`src/rtl/aes_subbytes_serial.sv`:
```
// rtl/aes_subbytes_serial.sv - Serial AES SubBytes stage, SBOX_COUNT bytes per cycle
// Optional macro SBOX_OUT_REG_EN inserts a register stage after the S-boxes.

module aes_sbox_canright_verified (
  input  logic [7:0] a,
  input  logic       enc_dec,
  output logic [7:0] q
);

  function automatic logic [7:0] gf_mul(input logic [7:0] x, input logic [7:0] y);
    logic [7:0] acc;
    logic [7:0] b;
    acc = 8'h00;
    b   = x;
    for (int k = 0; k < 8; k++) begin
      if (y[k]) acc = acc ^ b;
      b = {b[6:0], 1'b0} ^ (b[7] ? 8'h1b : 8'h00);
    end
    return acc;
  endfunction

  // x^254 = x^2 * x^4 * ... * x^128; maps 0 to 0 as SubBytes requires.
  function automatic logic [7:0] gf_inv(input logic [7:0] x);
    logic [7:0] sq;
    logic [7:0] r;
    sq = x;
    r  = 8'h01;
    for (int k = 1; k < 8; k++) begin
      sq = gf_mul(sq, sq);
      r  = gf_mul(r, sq);
    end
    return r;
  endfunction

  function automatic logic [7:0] affine_fwd(input logic [7:0] b);
    logic [7:0] s;
    for (int i = 0; i < 8; i++)
      s[i] = b[i] ^ b[(i + 4) % 8] ^ b[(i + 5) % 8] ^ b[(i + 6) % 8] ^ b[(i + 7) % 8];
    return s ^ 8'h63;
  endfunction

  function automatic logic [7:0] affine_inv(input logic [7:0] b);
    logic [7:0] s;
    for (int i = 0; i < 8; i++)
      s[i] = b[(i + 7) % 8] ^ b[(i + 5) % 8] ^ b[(i + 2) % 8];
    return s ^ 8'h05;
  endfunction

  // One shared field inverter serves both directions.
  logic [7:0] pre;
  logic [7:0] inv_v;

  assign pre   = enc_dec ? a : affine_inv(a);
  assign inv_v = gf_inv(pre);
  assign q     = enc_dec ? affine_fwd(inv_v) : inv_v;

endmodule

module aes_subbytes_serial #(
  parameter int SBOX_COUNT = 4
) (
  input  logic         clk,
  input  logic         rst_n,
  input  logic         in_valid,
  output logic         in_ready,
  input  logic [127:0] in_state,
  input  logic         in_enc_dec,
  output logic         out_valid,
  input  logic         out_ready,
  output logic [127:0] out_state,
  output logic         busy
);

  localparam int GROUPS = 16 / SBOX_COUNT;
`ifdef SBOX_OUT_REG_EN
  localparam int LAST_CNT = GROUPS;
`else
  localparam int LAST_CNT = GROUPS - 1;
`endif
  localparam int CW = (LAST_CNT > 0) ? $clog2(LAST_CNT + 1) : 1;

  generate
    if (!(SBOX_COUNT == 1 || SBOX_COUNT == 2 || SBOX_COUNT == 4 ||
          SBOX_COUNT == 8 || SBOX_COUNT == 16)) begin : g_bad_sbox_count
      $error("SBOX_COUNT must be 1, 2, 4, 8 or 16");
    end
  endgenerate

  typedef enum logic [1:0] {IDLE, RUN, DONE} state_t;

  state_t          state_q;
  state_t          state_d;
  logic [CW-1:0]   grp_q;
  logic            enc_q;
  logic [7:0]      lat_q [16];
  logic [7:0]      res_q [16];
  logic            run_last;

  logic [3:0]      lane    [SBOX_COUNT];
  logic [7:0]      sb_out  [SBOX_COUNT];
  logic            res_we;
  logic [3:0]      res_lane [SBOX_COUNT];
  logic [7:0]      res_data [SBOX_COUNT];

  for (genvar i = 0; i < SBOX_COUNT; i++) begin : g_sbox
    assign lane[i] = 4'((32'(grp_q) * SBOX_COUNT) + i);
    aes_sbox_canright_verified u_sbox (
      .a       (lat_q[lane[i]]),
      .enc_dec (enc_q),
      .q       (sb_out[i])
    );
  end

`ifdef SBOX_OUT_REG_EN
  logic [7:0]    pipe_q [SBOX_COUNT];
  logic [CW-1:0] pipe_grp_q;

  always_ff @(posedge clk or negedge rst_n) begin
    if (!rst_n) begin
      pipe_grp_q <= '0;
      for (int i = 0; i < SBOX_COUNT; i++) pipe_q[i] <= '0;
    end else if (state_q == RUN) begin
      pipe_grp_q <= grp_q;
      for (int i = 0; i < SBOX_COUNT; i++) pipe_q[i] <= sb_out[i];
    end
  end

  // The first RUN cycle only fills the pipe; writes trail issue by one cycle.
  assign res_we = (state_q == RUN) && (grp_q != '0);
  for (genvar i = 0; i < SBOX_COUNT; i++) begin : g_res
    assign res_lane[i] = 4'((32'(pipe_grp_q) * SBOX_COUNT) + i);
    assign res_data[i] = pipe_q[i];
  end
`else
  assign res_we = (state_q == RUN);
  for (genvar i = 0; i < SBOX_COUNT; i++) begin : g_res
    assign res_lane[i] = lane[i];
    assign res_data[i] = sb_out[i];
  end
`endif

  assign run_last = (grp_q == CW'(LAST_CNT));

  always_comb begin
    state_d   = state_q;
    in_ready  = 1'b0;
    out_valid = 1'b0;
    busy      = 1'b0;
    unique case (state_q)
      IDLE: begin
        in_ready = 1'b1;
        if (in_valid) state_d = RUN;
      end
      RUN: begin
        busy = 1'b1;
        if (run_last) state_d = DONE;
      end
      DONE: begin
        busy      = 1'b1;
        out_valid = 1'b1;
        if (out_ready) state_d = IDLE;
      end
      default: state_d = IDLE;
    endcase
  end

  always_ff @(posedge clk or negedge rst_n) begin
    if (!rst_n) begin
      state_q <= IDLE;
      grp_q   <= '0;
      enc_q   <= 1'b1;
      for (int i = 0; i < 16; i++) begin
        lat_q[i] <= '0;
        res_q[i] <= '0;
      end
    end else begin
      state_q <= state_d;
      if (state_q == IDLE && in_valid) begin
        grp_q <= '0;
        enc_q <= in_enc_dec;
        for (int i = 0; i < 16; i++) lat_q[i] <= in_state[127 - 8*i -: 8];
      end else if (state_q == RUN) begin
        grp_q <= grp_q + CW'(1);
      end
      if (res_we) begin
        for (int i = 0; i < SBOX_COUNT; i++) res_q[res_lane[i]] <= res_data[i];
      end
    end
  end

  always_comb begin
    out_state = '0;
    for (int i = 0; i < 16; i++) out_state[127 - 8*i -: 8] = res_q[i];
  end

endmodule
```
`config.mk`:
```
export PLATFORM = sky130hd
export DESIGN_NAME = aes_subbytes_serial
export DESIGN_NICKNAME = d
export VERILOG_FILES = /design/src/rtl/aes_subbytes_serial.sv
export SDC_FILE = /design/constraint.sdc
export NUM_CORES = 2
export LEC_CHECK = 0
export BUFFER_PORTS_ARGS = -buffer_cell sky130_fd_sc_hd__buf_2
export CORE_MARGIN = 3
export CORE_UTILIZATION = 30
export DETAILED_ROUTE_END_ITERATION = 8
export HOLD_SLACK_MARGIN = 0.05
export PLACE_DENSITY = 0.51
export SYNTH_ARGS = -nofsm -noshare
export SYNTH_HDL_FRONTEND = slang
export SYNTH_HIERARCHICAL = 1
export SYNTH_SLANG_ARGS = --single-unit
```
`constraint.sdc`:
```
create_clock -name clk -period 20.8 [get_ports clk]
set_clock_uncertainty 0.2 [all_clocks]
set_input_delay 4.16 -clock clk [delete_from_list [all_inputs] [get_ports clk]]
set_output_delay 4.16 -clock clk [all_outputs]
set_load 0.03 [all_outputs]
```
==> results_dict.tcl <==
set metrics [dict create \
    critical_path_arrival_ns 19.89 \
    drtAntennaViolNets 0 \
    clk_pin_slew_ns 0.06 \
    chipWidth_um 501 \
    finalHoldViolCount 0 \
    synth.cell_area_um2 73500 \
    start_util_pct 30.2 \
    cts_tree "done" \
    syn_inst 8983 \
    dp.cells 12200 \
    fp.dieArea_um2 251000 \
    core_um2 243000 \
    cts-hold-fix-buffers 0 \
    nets 9155 \
    grt_pass1_wl_um 364000 \
    synthFlopType "dfrtp_1" \
    slew_headroom_pct 12.5 \
    min-delay-start "out_state[23]$_DFFE_PN0P_" \
    num_vias 64200 \
    drive_gt1_share_pct 17.9 \
    final_max_slew_viol_count 0 \
    drcViolationCount 0 \
    synthDistinctLibCells 100 \
    syn_area_per_cell_um2 8.19 \
    cts-root-buf "clkbuf_16" \
    fillers 25400 \
    design_area_um2 80000 \
    dpl_cell_area_um2 78800 \
    drtIter0Drc 5006 \
    setup.worst_path.start "grp_q[0]$_DFFE_PN0P_" \
    grt_max_degree 90 \
    drtPass1Iterations 5 \
    grt_util_all_layers_pct 17.6 \
    status "finished, final reports clean" \
    grt_pass1_vias 62500 \
    stdcell_count 12200 \
    critPathLaunchType "register" \
    gp_congestion 0.889 \
    finalCritPeriodShare_pct 93.8 \
    synth_fp_nets 9151 \
    max-cap-violations 0 \
    dieHeight_um 501 \
    synth-async-reset-ratio_pct 100 \
    ys_ff_latch 261 \
    clkSinkCount 261 \
    wl_per_cell_um 18.9 \
    setup_viol 0 \
    area_delta_synth_final_pct 8.78 \
    endpoint_kind "register" \
    via_per_inst 5.26 \
    clock_path_buffers 3 \
    worstMarginPinSlew_ns 1.30 \
    routed_wl_um 230000 \
    required_ns 21.16 \
    reg2reg_from "grp_q[0]$_DFFE_PN0P_" \
    clk-insertion-delay-late_ns 0.68 \
    yosysSeqAreaShare_pct 8.88 \
    dpl.hpwl_um 171000 \
    slowest_stage "mux4_2" \
    finalCoreUtilization_pct 32.9 \
    synth_edf_count 0 \
    hold_class "reg2reg" \
    fmax_mhz 51.2 \
    ioPinCount 264 \
    min_period_ns 19.52 \
    crit_type "reg2reg" \
    grt.overflow.total 0 \
    cts_buffers 31 \
    rows 181 \
    cpMostUsedCell "xnor2_1" \
    rsz0062_at_grt "no" \
    place.port_buffers 263 \
    setup_tns_ns 0 \
    worstPathMaxFanout 33 \
    yosysWarnings 6 \
    cts_max_level 1 \
    antenna_found_initial 9 \
    critical-path-max-stage-delay_ns 0.75 \
]
-- synthesized netlist by cell type (all sizes together), types with 56 or more instances --
library cell	instances	area, um2
o22ai	140	926
xnor3	300	6810
o211ai	68	510
nor2b	68	425
a211oi	88	721
xnor2	1829	18700
nand3	192	961
o21ai	364	1880
buf	318	1930
dfrtp	260	6510
nor2	1268	4770
and2	56	350
a21oi	402	2090
nand2b	64	400
xor2	552	5770
mux2	303	3410
clkbuf	305	1140
mux2i	221	2380
nand2	889	3340
nor3	232	1200
inv	123	462
a31oi	96	601
-- cell usage in the layout, fill, tap and decap left out, types with 200 or more instances in the layout --
cell type  netlist  routed
buf_4           64     330
mux2_2         295     295
nor3_1         224     224
o21ai_0        288     288
a21oi_1        382     382
nand2_1        889     884
xnor2_1       1597    1544
dfrtp_1        260     258
xor2_1         464     447
nor2_1        1264    1260
xnor3_1        260     260
xnor2_2        152     200
buf_2          159     262
mux2i_1        205     205
-- critical path, delay by kind of cell (launching register included) --
kind,cells,cell delay (ns)
AOI/OAI and AO/OA,18,5.03
xor gates and xnor gates,16,5.47
adders and majority gates,3,1.15
buffers and inverters,6,1.38
DFF,1,0.70
muxes,6,2.32
and+or+nand+nor,13,3.10
-- path summary, 6_finish.rpt --
path	to	slack (ns)	cells past startpoint
setup / recovery	out_state[92]$_DFFE_PN0P_	1.28	62
hold / removal	out_state[23]$_DFFE_PN0P_	0.30	1
setup reg to reg	out_state[92]$_DFFE_PN0P_	1.28	62
hold reg to reg	out_state[23]$_DFFE_PN0P_	0.30	1
max in group asynchronous	out_state[46]$_DFFE_PN0P_	14.92	3
min in group asynchronous	out_state[103]$_DFFE_PN0P_	3.25	1
-- stage by stage --
stage / setup WS [ns] / hold slack [ns]
2_1_floorplan: 4.21 / 0.274
3_3_place_gp: 1.01 / 0.282
3_5_place_dp: 0.668 / 0.287
4_1_cts: 0.556 / 0.302
5_1_grt: 0.00830 / 0.309
6_report: 1.28 / 0.299
-- logic make-up (layout without fill, tap and decap cells) --
logic type	Yosys count	in the layout	share of synthesized area, %
buffers and inverters	746	775	4.80
and+or+nand+nor	3013	3013	17.9
DFF	261	261	8.88
other	0	4	0
AOI/OAI and AO/OA	1647	1647	15.1
muxes	556	556	8.85
adders and majority gates	35	35	0.596
xor gates and xnor gates	2725	2725	43.9
-- metal layers --
| metal | global-route usage (%) | routed length [um] |
|---|---|---|
| met1 | 23.3 | 101000 |
| met2 | 30.3 | 111000 |
| met3 | 0.987 | 10100 |
| met4 | 6.26 | 8330 |
| met5 | 0 | 0 |
-- flip-flops by register name, indices dropped and copies added (netlist names) --
| name | cells |
|---|---|
| lat_q | 128 |
| out_state | 128 |
| grp_q | 2 |
| state_q | 2 |
| enc_q | 1 |
-- final cells by class --
cell class / count / area [um2] / share of cell area, %
Timing Repair Buffer: 594 / 3820 / 4.78
Antenna cell: 4 / 10.0 / 0.0125
Multi-Input combinational cell: 7976 / 64100 / 80.1
Clock inverter: 19 / 210 / 0.263
Inverter: 123 / 462 / 0.577
Tap cell: 3202 / 4010 / 5.01
Sequential cell: 261 / 6540 / 8.18
Clock buffer: 39 / 856 / 1.07
-- repair_timing --
action	CTS	global route
gates resized for setup	0	11
buffers inserted	0	1
endpoints found under the setup margin	0	100
Power is left out: the tool's default activity adds up to more than one toggle a clock period on the data nets, which glitch-free logic cannot reach.
